$ cat src/rtl/spi_ctrl_pkg.sv
// Shared types and constants for the SPI mode-0 master controller.
// Imported by the controller top and its half-period counter.
package spi_ctrl_pkg;

    typedef enum logic [2:0] {
        ST_IDLE = 3'd0,
        ST_LEAD = 3'd1,
        ST_HIGH = 3'd2,
        ST_LOW  = 3'd3,
        ST_HOLD = 3'd4,
        ST_GAP  = 3'd5
    } spi_ctrl_state_e;

    localparam logic CPOL = 1'b0;
    localparam logic CPHA = 1'b0;

    function automatic int cnt_w(input int n);
        return (n < 1) ? 1 : $clog2(n + 1);
    endfunction

endpackage

$ cat src/rtl/spi_half_period_cnt.sv
// Loadable down-counter; expire ticks on the last cycle
// of each HALF_DIV-cycle window after a load.
module spi_half_period_cnt
    import spi_ctrl_pkg::*;
#(
    parameter int HALF_DIV = 2
) (
    input  logic clk,
    input  logic rst_n,
    input  logic load,
    output logic expire
);

    localparam int CW = cnt_w(HALF_DIV);
    localparam logic [CW-1:0] LOAD_V = CW'(HALF_DIV);
    localparam logic [CW-1:0] ONE = CW'(1);

    logic [CW-1:0] cnt_q;

    always_ff @(posedge clk or negedge rst_n) begin
        if (!rst_n) begin
            cnt_q <= '0;
        end else if (load) begin
            cnt_q <= LOAD_V;
        end else if (cnt_q != '0) begin
            cnt_q <= cnt_q - ONE;
        end
    end

    assign expire = (cnt_q == ONE);

endmodule

$ cat src/rtl/spi_master_ctrl.sv
// SPI mode-0 master: command/response stream to cs_n/sck/mosi/miso,
// with multi-word bursts held under one chip-select assertion.
module spi_master_ctrl
    import spi_ctrl_pkg::*;
#(
    parameter int DATA_W   = 8,
    parameter int HALF_DIV = 2,
    parameter int CS_GAP   = 2
) (
    input  logic              clk,
    input  logic              rst_n,
    input  logic              cmd_valid,
    output logic              cmd_ready,
    input  logic [DATA_W-1:0] cmd_data,
    input  logic              cmd_last,
    output logic              rsp_valid,
    output logic [DATA_W-1:0] rsp_data,
    output logic              busy,
    output logic              cs_n,
    output logic              sck,
    output logic              mosi,
    input  logic              miso
);

    localparam int BW = cnt_w(DATA_W);
    localparam int GW = cnt_w(CS_GAP);
    localparam logic [BW-1:0] BITS  = BW'(DATA_W);
    localparam logic [BW-1:0] B_ONE = BW'(1);
    localparam logic [GW-1:0] GAP_V = GW'(CS_GAP);
    localparam logic [GW-1:0] G_ONE = GW'(1);

    spi_ctrl_state_e state_q;
    spi_ctrl_state_e state_d;

    logic [DATA_W-1:0] shift_q;
    logic [BW-1:0]     bit_q;
    logic [GW-1:0]     gap_q;
    logic              last_q;

    logic accept;
    logic expire;
    logic hp_load;
    logic go_high;
    logic go_low;
    logic done;
    logic all_bits;
    logic sample;

    assign accept   = cmd_valid & cmd_ready;
    assign all_bits = (bit_q == BITS);
    assign sample   = go_high & (CPHA == 1'b0);

    spi_half_period_cnt #(
        .HALF_DIV (HALF_DIV)
    ) u_hp_cnt (
        .clk    (clk),
        .rst_n  (rst_n),
        .load   (hp_load),
        .expire (expire)
    );

    always_ff @(posedge clk or negedge rst_n) begin
        if (!rst_n) begin
            state_q <= ST_IDLE;
        end else begin
            state_q <= state_d;
        end
    end

    always_comb begin
        state_d = state_q;
        hp_load = 1'b0;
        go_high = 1'b0;
        go_low  = 1'b0;
        done    = 1'b0;
        unique case (state_q)
            ST_IDLE, ST_HOLD: begin
                if (accept) begin
                    state_d = ST_LEAD;
                    hp_load = 1'b1;
                end
            end
            ST_LEAD: begin
                if (expire) begin
                    state_d = ST_HIGH;
                    hp_load = 1'b1;
                    go_high = 1'b1;
                end
            end
            ST_HIGH: begin
                if (expire) begin
                    state_d = ST_LOW;
                    hp_load = !all_bits;
                    go_low  = 1'b1;
                end
            end
            ST_LOW: begin
                // final falling edge ends the word without a full half period
                if (all_bits) begin
                    done    = 1'b1;
                    state_d = last_q ? ST_GAP : ST_HOLD;
                end else if (expire) begin
                    state_d = ST_HIGH;
                    hp_load = 1'b1;
                    go_high = 1'b1;
                end
            end
            ST_GAP: begin
                if (gap_q <= G_ONE) begin
                    state_d = ST_IDLE;
                end
            end
            default: begin
                state_d = ST_IDLE;
            end
        endcase
    end

    always_ff @(posedge clk or negedge rst_n) begin
        if (!rst_n) begin
            shift_q   <= '0;
            bit_q     <= '0;
            gap_q     <= '0;
            last_q    <= 1'b0;
            cs_n      <= 1'b1;
            sck       <= CPOL;
            mosi      <= 1'b0;
            rsp_valid <= 1'b0;
            rsp_data  <= '0;
            cmd_ready <= 1'b0;
            busy      <= 1'b0;
        end else begin
            rsp_valid <= 1'b0;
            cmd_ready <= (state_d == ST_IDLE) || (state_d == ST_HOLD);
            busy      <= (state_d != ST_IDLE);
            if (accept) begin
                cs_n    <= 1'b0;
                sck     <= CPOL;
                mosi    <= cmd_data[DATA_W-1];
                shift_q <= cmd_data;
                last_q  <= cmd_last;
                bit_q   <= '0;
            end
            if (go_high) begin
                sck   <= ~CPOL;
                bit_q <= bit_q + B_ONE;
            end
            // receive bits enter the LSB as transmit bits leave the MSB
            if (sample) begin
                shift_q <= {shift_q[DATA_W-2:0], miso};
            end
            if (go_low) begin
                sck <= CPOL;
                if (!all_bits) begin
                    mosi <= shift_q[DATA_W-1];
                end
            end
            if (done) begin
                rsp_valid <= 1'b1;
                rsp_data  <= shift_q;
                if (last_q) begin
                    cs_n  <= 1'b1;
                    mosi  <= 1'b0;
                    gap_q <= GAP_V;
                end
            end else if (state_q == ST_GAP && gap_q != '0) begin
                gap_q <= gap_q - G_ONE;
            end
        end
    end

endmodule
$ cat config.mk
export PLATFORM = sky130hd
export DESIGN_NAME = spi_master_ctrl
export DESIGN_NICKNAME = d
export VERILOG_FILES = /design/src/rtl/spi_ctrl_pkg.sv /design/src/rtl/spi_half_period_cnt.sv /design/src/rtl/spi_master_ctrl.sv
export SDC_FILE = /design/constraint.sdc
export NUM_CORES = 1
export LEC_CHECK = 0
export ABC_AREA = 0
export CAP_MARGIN = 20
export CORE_MARGIN = 4
export CORE_UTILIZATION = 47
export DETAILED_ROUTE_END_ITERATION = 8
export PLACE_DENSITY = 0.86
export SLEW_MARGIN = 15
export SYNTH_ARGS = -nofsm -noshare
export SYNTH_HDL_FRONTEND = slang
export SYNTH_HIERARCHICAL = 1
export SYNTH_SLANG_ARGS = --single-unit
export TNS_END_PERCENT = 5
$ cat constraint.sdc
create_clock -name clk -period 1.4 [get_ports clk]
set_input_delay 0.21 -clock clk [delete_from_list [all_inputs] [get_ports clk]]
set_output_delay 0.21 -clock clk [all_outputs]
set_load 0.01 [all_outputs]
# Yosys cells after proc, flatten, opt, wreduce, memory -nomap -nowiden
# Index checks and enable logic that the tools add are counted.
# Widths: inputs -> output; s select.
# classes
mul	0
div	0
bitwise	1
n_reduce_logical	14
add_sub_neg	3
mux	37
n_shift	0
magnitude_cmp	1
n_eq_ne	9
# ops
operator	n
$mux 1	20
$mux 8	2
$mux 3	5
$pmux 3 s5	1
$mux 2	5
$reduce_bool 2->1	5
$eq 3x3->1 const B	3
$mux 4	2
$eq 3x2->1 const B	2
$logic_not 3->1	2
$reduce_bool 3->1	2
$add 4x1->4 const B	1
$eq 4x4->1 const B	1
$pmux 1 s4	1
$sub 2x1->2 const B	2
$eq 3x1->1 const B	1
$eq 2x1->1 const B	1
$le 2x1->1 const B	1
$ne 2x2->1 const B	1
$pmux 1 s2	1
$reduce_and 2->1	1
$reduce_or 2->1	1
$and 1x1->1	1
$logic_and 1x1->1	1
other kinds (2)	2
# word_totals
ramBits	0
word_cells	78
n_memories	0
input_bits	13
latchBits	0
rom_bits	0
reg_bits	34
out_inout_bits	14

# Logic depth before layout (Yosys ltp)
# Gate-level depths: netlist (run 1).
# logic_depth
word_depth	6
ltp_mapped	7
ltp_nobuf	5

# Cells and area by module
# The synthesis (run 1) kept the hierarchy.
# by_module_without_submodules
mod	cells_per_inst	n_inst	seq_area_each_um2	area_per_inst_um2
spi_master_ctrl	137	1	802.0	1546.5
spi_half_period_cnt	11	1	50.0	115.1

# Least setup slack after synthesis (run 1)
# OpenSTA, ideal clock, no wires.
# synth_path
path_type	reg-to-reg
startpoint	register bit_q[0]
endpoint	register bit_q[2]
path_stages_with_launch	7
arrival_ps	1402
required_time_ps	1274
n_path_buf	1
setup_time_ps	126
setup_slack_ps	-128
period_less_slack_ps	1528
cell_sequence	dfrtp_1 -> inv_1 -> ha_1 -> and4b_1 -> buf_6 -> o211a_1 -> a311o_1
# synth_between
elab_chain_len	4
elab_cells_between_ends	6
classes_between	add/sub: 1; eq/ne: 1; mux: 3; reduce/logical: 1
# synth_lines
item	line	text
start: declaration	spi_master_ctrl.sv:36	logic [BW-1:0] bit_q;
start signal: assignment	spi_master_ctrl.sv:146	bit_q <= bit_q + B_ONE;
$eq 4x4->1	spi_master_ctrl.sv:50	assign all_bits = (bit_q == BITS);
$mux 1	spi_master_ctrl.sv:99	if (all_bits) begin
$pmux 1 s2	spi_master_ctrl.sv:76	unique case (state_q)
$mux 4 / $reduce_bool 2->1 (equally long branches)	-	
# Several ways; a longest one is shown, not always the timed one.
# A chain may end at the register's enable or synchronous reset.

# Worst setup path in the final report (run 1)
# layout_path
startpoint	register bit_q[0]
endpoint	register rsp_data[6]
# layout_between
elab_chain_len	3
# layout_lines
item	line	text
$eq 4x4->1	spi_master_ctrl.sv:50	
$mux 1	spi_master_ctrl.sv:99	
$mux 1	spi_master_ctrl.sv:76	
net done	spi_master_ctrl.sv:45	logic done;
end signal: assignment	spi_master_ctrl.sv:160	rsp_data <= shift_q;
end: declaration	spi_master_ctrl.sv:17	output logic [DATA_W-1:0] rsp_data,
# The timed path passes the listed nets, and every way through them passes these cells.

==> results_dict.tcl, run 1 <==
set metrics [dict create \
    drv_cap 0 \
    clock_latency_ps 350 \
    grt_usage_pct 19.8 \
    overflow 0 \
    synth_area_sq_um 1660 \
    yosysSeqAreaShare_pct 51.3 \
    gp_congestion 0.900 \
    preCtsSetupSlack_ps -176 \
    fin_crit_sh_pct 112 \
    synth_nets 166 \
    slowest_stage "dfrtp_1" \
    ctsHtreeMaxLevel 2 \
    cp-end-kind "flip-flop" \
    switchingPower_mw 1.44 \
    wire_per_inst_microns 16.1 \
    ant_nets 0 \
    setup_viol 22 \
    dpl_cell_area_sq_um 2160 \
    slowest_delay_ps 390 \
    ys_seq_elements 34 \
    holdWs_ps 218 \
    start_kind "flip-flop" \
    slew_headroom_pct 74.8 \
    arrival_ps 1820 \
    synth_top_area_share_pct 49.7 \
    crit_chain "inv_1, ha_2, nand4b_1, nor2_4, buf_12, mux2_2" \
    clkTransAtPathRegs_ps 110 \
    worst_slew_pin_slew_ps 377 \
    finalCriticalPeriod_ps 1570 \
    crit_required_ps 1650 \
    core_area_sq_um 3360 \
    rsz0062_at_grt "yes" \
    clockBufferDepth 2 \
    slew_violations 0 \
    violations "setup timing" \
    portBuffers 26 \
    synth.top_cells.by_count "dfrtp_1, inv_1, a21oi_1" \
    viasPerCell 5.55 \
    die_x_microns 67.5 \
    rows 21 \
    vias 1372 \
    pin_count 27 \
    ys.flop_type "dfrtp_1" \
    postRouteWirelength_mm 3.97 \
    skew_ps 8.30 \
    synth_area_per_cell_sq_um 11.2 \
    fin_nets 218 \
    async_flop_share_pct 100 \
    yosys_warnings 6 \
    max_freq_ghz 0.637 \
    status "finished with violations" \
    vdd_drop_max_uv 1130 \
    drt-initial-drc-count 72 \
    synth_area_leaders "dfrtp_1, mux2_2, mux2i_1" \
    grt_pass1_vias 1450 \
    grt.met1_usage_pct 21.7 \
    dp_hpwl_mm 2.85 \
    start_util_pct 49.4 \
    num_antenna_cells 0 \
    die_h_microns 67.5 \
    fin_area_sq_um 2290 \
    grt.busiest_layer "met2" \
    cts_buffers 5 \
    hp-class "in2async" \
    hold_viol_final 0 \
    p_per_area_nw_per_um2 1740 \
    criticalPathCategory "reg2reg" \
    seqPwrFrac_pct 40.9 \
    die_area_sq_um 4550 \
    clkPwrFrac_pct 14.8 \
    grt_max_degree 35 \
    drc 0 \
    first_pass_iters 4 \
    syn_inst 148 \
    p_leak_nw 1.11 \
    p_int_mw 2.54 \
    grtUsageMet3_pct 7.32 \
    hold_buffers 0 \
    synth.most_common_cell "dfrtp_1" \
    reg2regPathDepth 6 \
    grtUsageMet2_pct 34.9 \
    cts_tree "yes" \
    numClockSinks 34 \
    synth_edf_count 0 \
    yosysUniqueCellTypes 40 \
    crit_fanout 10 \
    switching_share_pct 36.2 \
    syn2layout_area_growth_pct 37.7 \
    grt_pass1_wl_mm 6.58 \
    antenna_found_initial 0 \
    drive_gt1_share_pct 28.4 \
    p_comb_share_pct 44.3 \
    setup_ws_ps -169 \
    yosysTopAreaCell "dfrtp_1" \
    cts-root-buf "clkbuf_4" \
]
==> layout make-up <==
cell class	count	area, sq um
clock buffers	6	51.3
clock inverters	2	12.5
fillers	274	1080
inverters	12	45.0
multi-input cells	94	764
flip-flops and latches	34	852
well taps	46	57.6
repair buffers	53	504
==> logic make-up after synthesis <==
family	after synthesis	synth area share (%)
AO/OA/AOI/OAI	31	12.5
adder cells (fa/ha/maj)	5	3.77
XOR/XNOR	3	1.58
multiplexers	17	10.9
buffers and inverters	20	5.35
flip-flops	34	51.3
AND/OR/NAND/NOR	38	14.6
==> registers in the layout, summed over array words and instances, names as in the netlist <==
| register | count |
|---|---|
| bit_q | 4 |
| busy | 1 |
| cmd_ready | 1 |
| cs_n | 1 |
| gap_q | 2 |
| last_q | 1 |
| mosi | 1 |
| rsp_data | 8 |
| rsp_valid | 1 |
| sck | 1 |
| shift_q | 8 |
| state_q | 3 |
| u_hp_cnt/cnt_q | 2 |
==> power by group through the flow <==
stage	clock network, mW	logic [mW]	registers (mW)
final	0.588	1.77	1.63
after global routing	0.645	1.94	1.68
after CTS	0.597	1.73	1.62
after detailed placement	0	1.73	1.64
after global placement	0	1.63	1.60
after floorplan	0	0.887	1.64
==> worst paths after layout <==
kind,from,endpoint,slack (ps)
min in group clk,cmd_data[6],shift_q[6],490
setup / recovery,bit_q[0],rsp_data[6],-170
hold reg to reg,rsp_data[7],rsp_data[7],520
hold / removal,rst_n,rsp_data[2],220
max in group asynchronous,rst_n,cs_n,940
setup reg to reg,bit_q[0],rsp_data[6],-170
==> cell usage in the layout (no fill, tap or decap), drive strengths merged, types with 2 or more instances in the layout <==
cell	count
dfrtp	33
buf	27
dlygate4sd2	13
clkdlybuf4s50	12
inv	12
a21oi	11
mux2	9
mux2i	8
nor3	8
o21ai	6
clkbuf	6
nor2	6
ha	5
nand2b	4
nand2	3
o211ai	3
nand3	3
nand4b	2
nand3b	2
a211o	2
a21o	2
xor2	2
and4b	2
and3	2
==> worst max-delay path: cells and delay by family, from the launching register on <==
kind | cells | cell delay, ps
fa+ha+maj | 1 | 190
simple gates | 2 | 350
buf+inv | 2 | 200
flops | 1 | 390
mux | 1 | 340
==> repair_timing <==
| action | in CTS | in global routing |
|---|---|---|
| setup buffers | 2 | 2 |
| pin swaps | 4 | 6 |
| resized for setup | 24 | 3 |
| endpoints found under the setup margin | 44 | 31 |
==> layer usage <==
metal  share of wire [%]  vias up
li1                    -      635
met1                  40      679
met2                  54       51
met3                 5.6        7
met4                0.78        0
met5                   0        -
==> stage by stage <==
stage,TNS (ps),std cells,utilization [%],power (mW)
2_1_floorplan,-1120,148,-,2.53
3_3_place_gp,-2020,235,64.2,3.23
3_5_place_dp,-3230,235,64.2,3.37
4_1_cts,-2110,245,67.3,3.96
5_1_grt,-4390,247,68.0,4.27
6_report,-2060,247,68.0,3.99
No activity file was read; power rests on OpenSTA's default activity.
==> run 2: changes to the inputs <==
Settings changed: HOLD_SLACK_MARGIN set to 0.05, MAX_ROUTING_LAYER set to met4.
==> run 2 against run 1 <==
  * The flow still finishes with violations (setup timing)
  * Worst setup slack gained 33 ps
  * Total power increased by 6.8%
  * Clock skew about the same
  * Final cell count shrank 1.6%
  * Non-clock buffer count is 4 lower
  * Sequential share of layout area fell by 0.88 points
  * Maximum frequency rose by 2.1%
  * Routed wire length up 4.1%
  * Flip-flop and latch count unchanged
  * Cell area increased by 2.4%
  * Critical path type unchanged
  * Highest routed layer unchanged
==> results_dict.tcl, run 2 (same netlist as run 1, synthesis figures left out) <==
set metrics [dict create \
    status "finished with violations" \
    violations "setup timing" \
    viasPerCell 5.42 \
    worst_slew_pin_slew_ps 306 \
    core_area_sq_um 3360 \
    num_antenna_cells 0 \
    finalNonFillerCells 243 \
    fin_crit_sh_pct 110 \
    cp-end-kind "flip-flop" \
    grtUsageMet2_pct 33.3 \
    fin_nets 214 \
    post-route-util_pct 69.6 \
    arrival_ps 1780 \
    grt_usage_pct 20.6 \
    cts_tree "yes" \
    hold_buffers 0 \
    rsz0062_at_grt "yes" \
    layout_common_cells "dfrtp_1, buf_4, dlygate4sd2_1" \
    power.total_mw 4.25 \
    hold_viol_final 0 \
    ctsHtreeMaxLevel 2 \
    vias 1318 \
    cts-root-buf "clkbuf_4" \
    crit_fanout 10 \
    drc 0 \
    p_leak_nw 1.12 \
    die_x_microns 67.5 \
    setup_viol 17 \
    overflow 0 \
    portBuffers 26 \
    grt.met1_usage_pct 23.9 \
    holdWs_ps 238 \
    layout_commonest_cell "dfrtp_1" \
    gp_congestion 0.910 \
    max_freq_ghz 0.651 \
    vdd_drop_max_uv 979 \
    clockBufferDepth 2 \
    ant_nets 0 \
    slew_violations 0 \
    clock_latency_ps 350 \
    start_kind "flip-flop" \
    tns_ps -1140 \
    crit_required_ps 1640 \
    pin_count 27 \
    antenna_found_initial 0 \
    drv_cap 0 \
    grtUsageMet3_pct 5.49 \
    dp.cells 235 \
    first_pass_iters 4 \
    criticalPathCategory "reg2reg" \
    p_per_area_nw_per_um2 1820 \
    rows 21 \
    clkTransAtPathRegs_ps 110 \
    largest_registers "rsp_data: 8 flops, shift_q: 8 flops, bit_q: 4 flops" \
    hp-class "in2async" \
    skew_ps 8.55 \
    dp_hpwl_mm 2.79 \
    grt.busiest_layer "met2" \
    drive_gt1_share_pct 31.5 \
    syn2layout_area_growth_pct 41.0 \
    finalCriticalPeriod_ps 1540 \
    cts_buffers 5 \
    slew_headroom_pct 79.4 \
    die_h_microns 67.5 \
    grt_pass1_vias 1416 \
    postRouteWirelength_mm 4.13 \
    numClockSinks 34 \
    grt_max_degree 35 \
    die_area_sq_um 4550 \
    drt-initial-drc-count 57 \
    start_util_pct 49.4 \
    grt_pass1_wl_mm 6.69 \
    wire_per_inst_microns 17.0 \
    setup_ws_ps -137 \
]
[run 2: changes by cell type in the layout (fill, tap and decap cells not counted), sizes merged]
cell	before	now
bufinv	0	1
buf	27	23
clkbuf	6	7
clkinv	1	0
clkinvlp	1	0
[run 2: repair_timing]
| item | 4_1_cts | 5_1_grt |
|---|---|---|
| gates resized for setup | 21 | 26 |
| endpoints found under the setup margin | 44 | 31 |
| pin swaps | 2 | 2 |
| setup buffers | 0 | 0 |
| cloned | 0 | 0 |
[run 2: through the flow]
stage	cell area [sq um]	worst slack, ps
4_1_cts	2260	-180
6_report	2340	-137
2_1_floorplan	1660	-93.9
3_5_place_dp	2160	-166
5_1_grt	2340	-208
3_3_place_gp	2160	-140
[run 2: path summary, 6_finish.rpt]
kind / startpoint / endpoint / slack, ps / cells after the start
setup / recovery: bit_q[0] / rsp_data[1] / -140 / 6
hold / removal: rst_n / state_q[2] / 240 / 2
setup reg to reg: bit_q[0] / rsp_data[1] / -140 / 6
hold reg to reg: rsp_data[6] / rsp_data[6] / 520 / 1
max in group asynchronous: rst_n / cs_n / 920 / 2
min in group clk: cmd_last / last_q / 510 / 2
[run 2: worst max-delay path, stage by stage (launching register included)]
cell      delay [ps]
dfrtp_1          410
inv_2             80
ha_4             130
nand4b_1         170
nor2_4           150
buf_12           150
mux2_2           340
[run 2: cell type report]
type | instances | area (sq um)
Sequential cell | 34 | 852
Fill cell | 262 | 1020
Clock buffer | 7 | 55.1
Timing Repair Buffer | 49 | 478
Tap cell | 46 | 57.6
Multi-Input combinational cell | 94 | 825
Inverter | 12 | 45.0
Clock inverter | 1 | 30.0
[run 2: report_power, final]
group          total, mW  switching (mW)  internal (mW)  leakage [nW]
clock              0.773           0.346          0.426        0.0455
combinational       1.82           0.849          0.968         0.645
sequential          1.66           0.313           1.35         0.425
total               4.25            1.51           2.75          1.12
[run 2: layer usage]
metal,wire (microns),up-vias
met5,0,-
met4,114,0
met3,173,12
met2,2180,40
met1,1660,639
li1,-,627
==> variant, RTL diff (config.mk and constraints of run 1) <==
`HALF_DIV` is set to 2 in 2 places; all go to 4.
--- a/src/rtl/spi_half_period_cnt.sv
+++ b/src/rtl/spi_half_period_cnt.sv
@@ -3,7 +3,7 @@
 module spi_half_period_cnt
     import spi_ctrl_pkg::*;
 #(
-    parameter int HALF_DIV = 2
+    parameter int HALF_DIV = 4
 ) (
     input  logic clk,
     input  logic rst_n,
--- a/src/rtl/spi_master_ctrl.sv
+++ b/src/rtl/spi_master_ctrl.sv
@@ -4,7 +4,7 @@
     import spi_ctrl_pkg::*;
 #(
     parameter int DATA_W   = 8,
-    parameter int HALF_DIV = 2,
+    parameter int HALF_DIV = 4,
     parameter int CS_GAP   = 2
 ) (
     input  logic              clk,
Formal check against the unedited RTL: not equivalent (a bounded check fails within 10 cycles, from zero or initial values and one cycle with rst_n low).
==> variant against run 1 <==
The flow still finishes with violations (setup timing). Sequential cell count is 1 higher. Worst hold slack better by 0.063 ns. Via count is 8.8% higher. Wire length is 22% higher. Setup slack worse by 0.24 ns. Clock power is 37% higher. Cell area is 10% higher. Total power is 16% higher. Area after synthesis is 5.0% higher. Critical path type unchanged.
==> variant: results (changes against run 1) <==
[run_status]
status = finished, violations left
violations = setup timing

[timing]
tightest_slew_ns = 0.4256  ; +0.04860 ns
fin_setup_tns_ns = -6.056  ; -3.991 ns
skew_ns = 0.005704  ; -0.002598 ns
layout_setup_ws_ns = -0.4120  ; -0.2425 ns
setup_viol = 32  ; +45%
drv_slew = 0  ; unchanged

[global_routing]
grt.total_usage_pct = 22.98  ; +3.2 points
grt_pass1_wl_mm = 7.893  ; +20%
antenna_found_initial = 0  ; unchanged
grt_pass1_vias = 1650  ; +14%
grt_max_degree = 22  ; -37%

[placement]
dpl.hpwl_mm = 3.060  ; +7.2%
io_buffer_count = 26  ; unchanged
gp_congestion = 0.8322  ; -7.6%

[logic_synthesis]
ys.warnings.count = 6  ; unchanged
synth.yosys.seq_area_share_pct = 50.29  ; -0.99 points
ys_types = 43  ; +7.5%
ys_top_cells_by_area = dfrtp_1 49%, mux2_2 5.8%, mux2i_1 4.6%
ys_async_sr_fraction_pct = 100.0  ; unchanged
synth_commonest_cells = 34 x dfrtp_1, 12 x inv_1, 11 x a21oi_1, 9 x mux2_2
syn_nets = 174  ; +4.8%

[clock_network]
root_buffer = clkbuf_8
clk_pin_slew_ns = 0.07  ; -0.04 ns
cts_made_buffers = 5  ; unchanged
clockBufferDepth = 2  ; unchanged
clk_latency_ns = 0.29  ; -0.06 ns
cts_max_level = 2  ; unchanged

[worst_hold_path]
hold_path.class = input pin to async pin

[layout]
multi_input_area_um2 = 883.3  ; +16%
drive_gt1_share_pct = 33.64  ; +5.3 points
largest_registers = rsp_data (8), shift_q (8), bit_q (4)
fillers = 234  ; -15%
nNetsFinal = 232  ; +6.4%

[worst_setup_path]
crit_slowest_cell = o41ai_4
crit_path_max_incr_delay_ns = 0.45  ; +0.06 ns
critPathTopFamily = compound AO/OA/AOI/OAI gates
cp.arrival_ns = 1.99  ; +0.17 ns
crit_fanout = 5  ; -5

[power]
ir_worst_vdd_uv = 1235  ; +9.1%
leakagePower_nw = 1.300  ; +17%
p_int_mw = 2.972  ; +17%

[routing]
drt_wl_total_mm = 4.857  ; +22%
drt-initial-drc-count = 74  ; +2.8%
vias_per_cell = 5.742  ; +3.4%

-- variant: path summary, 6_finish.rpt --
check                                 start                end  slack (ns)
min in group clk                rsp_data[7]        rsp_data[7]        0.51
worst max-delay path               bit_q[1]  u_hp_cnt/cnt_q[0]       -0.41
worst max register to register     bit_q[1]  u_hp_cnt/cnt_q[0]       -0.41
worst min-delay path                  rst_n         state_q[1]        0.28
max in group asynchronous             rst_n        rsp_data[3]        0.87
worst min register to register  rsp_data[7]        rsp_data[7]        0.51
-- variant: metal layers --
| layer | wire length, um | vias to the layer above | track usage [%] |
|---|---|---|---|
| met3 | 228 | 13 | 6.321 |
| met4 | 82 | 0 | 7.299 |
| met1 | 2011 | 763 | 26.96 |
| met2 | 2534 | 44 | 40.48 |
| met5 | 0 | - | 0 |
| li1 | - | 673 | - |
-- variant: layout make-up --
class / instances / area share, %
inverter: 12 / 1.790
sequential: 35 / 34.86
timing repair buffer: 59 / 21.98
clock buffer: 8 / 3.978
multi-input combinational: 100 / 35.11
tap: 46 / 2.287
-- variant: kinds of logic (layout without fill, tap and decap cells) --
family | after synthesis | in the layout | share of synthesized area [%]
AOI/OAI and AO/OA | 32 | 32 | 12.41
xor gates and xnor gates | 2 | 2 | 1.004
adders and majority gates | 6 | 6 | 4.304
buffers and inverters | 20 | 79 | 5.093
DFF | 35 | 35 | 50.29
muxes | 18 | 18 | 11.26
and+or+nand+nor | 42 | 42 | 15.64
-- variant: power groups by stage --
stage / Sequential (mW) / Clock [mW] / Combinational, mW
after floorplan: 1.68 / 0 / 1.01
final: 1.72 / 0.806 / 2.11
after CTS: 1.69 / 0.817 / 2.00
after detailed placement: 1.68 / 0 / 1.92
after global placement: 1.64 / 0 / 1.80
after global routing: 1.76 / 0.858 / 2.31
-- variant: stage by stage --
step	cells	power (mW)	instance area (um^2)	setup WS (ns)	hold slack, ns
after global placement	248	3.448	2270	-0.2464	0.4903
final	260	4.633	2516	-0.4120	0.2808
after CTS	258	4.507	2457	-0.3032	0.2932
after global routing	260	4.926	2516	-0.4583	0.3132
after detailed placement	248	3.594	2270	-0.3489	0.5006
after floorplan	155	2.693	1765	-0.3458	-0.08559
-- variant: timing repair --
item,4_1_cts,5_1_grt
gates resized for setup,30,13
pin swaps,6,3
gates cloned,0,0
buffers inserted,2,2
setup endpoints to repair,37,40
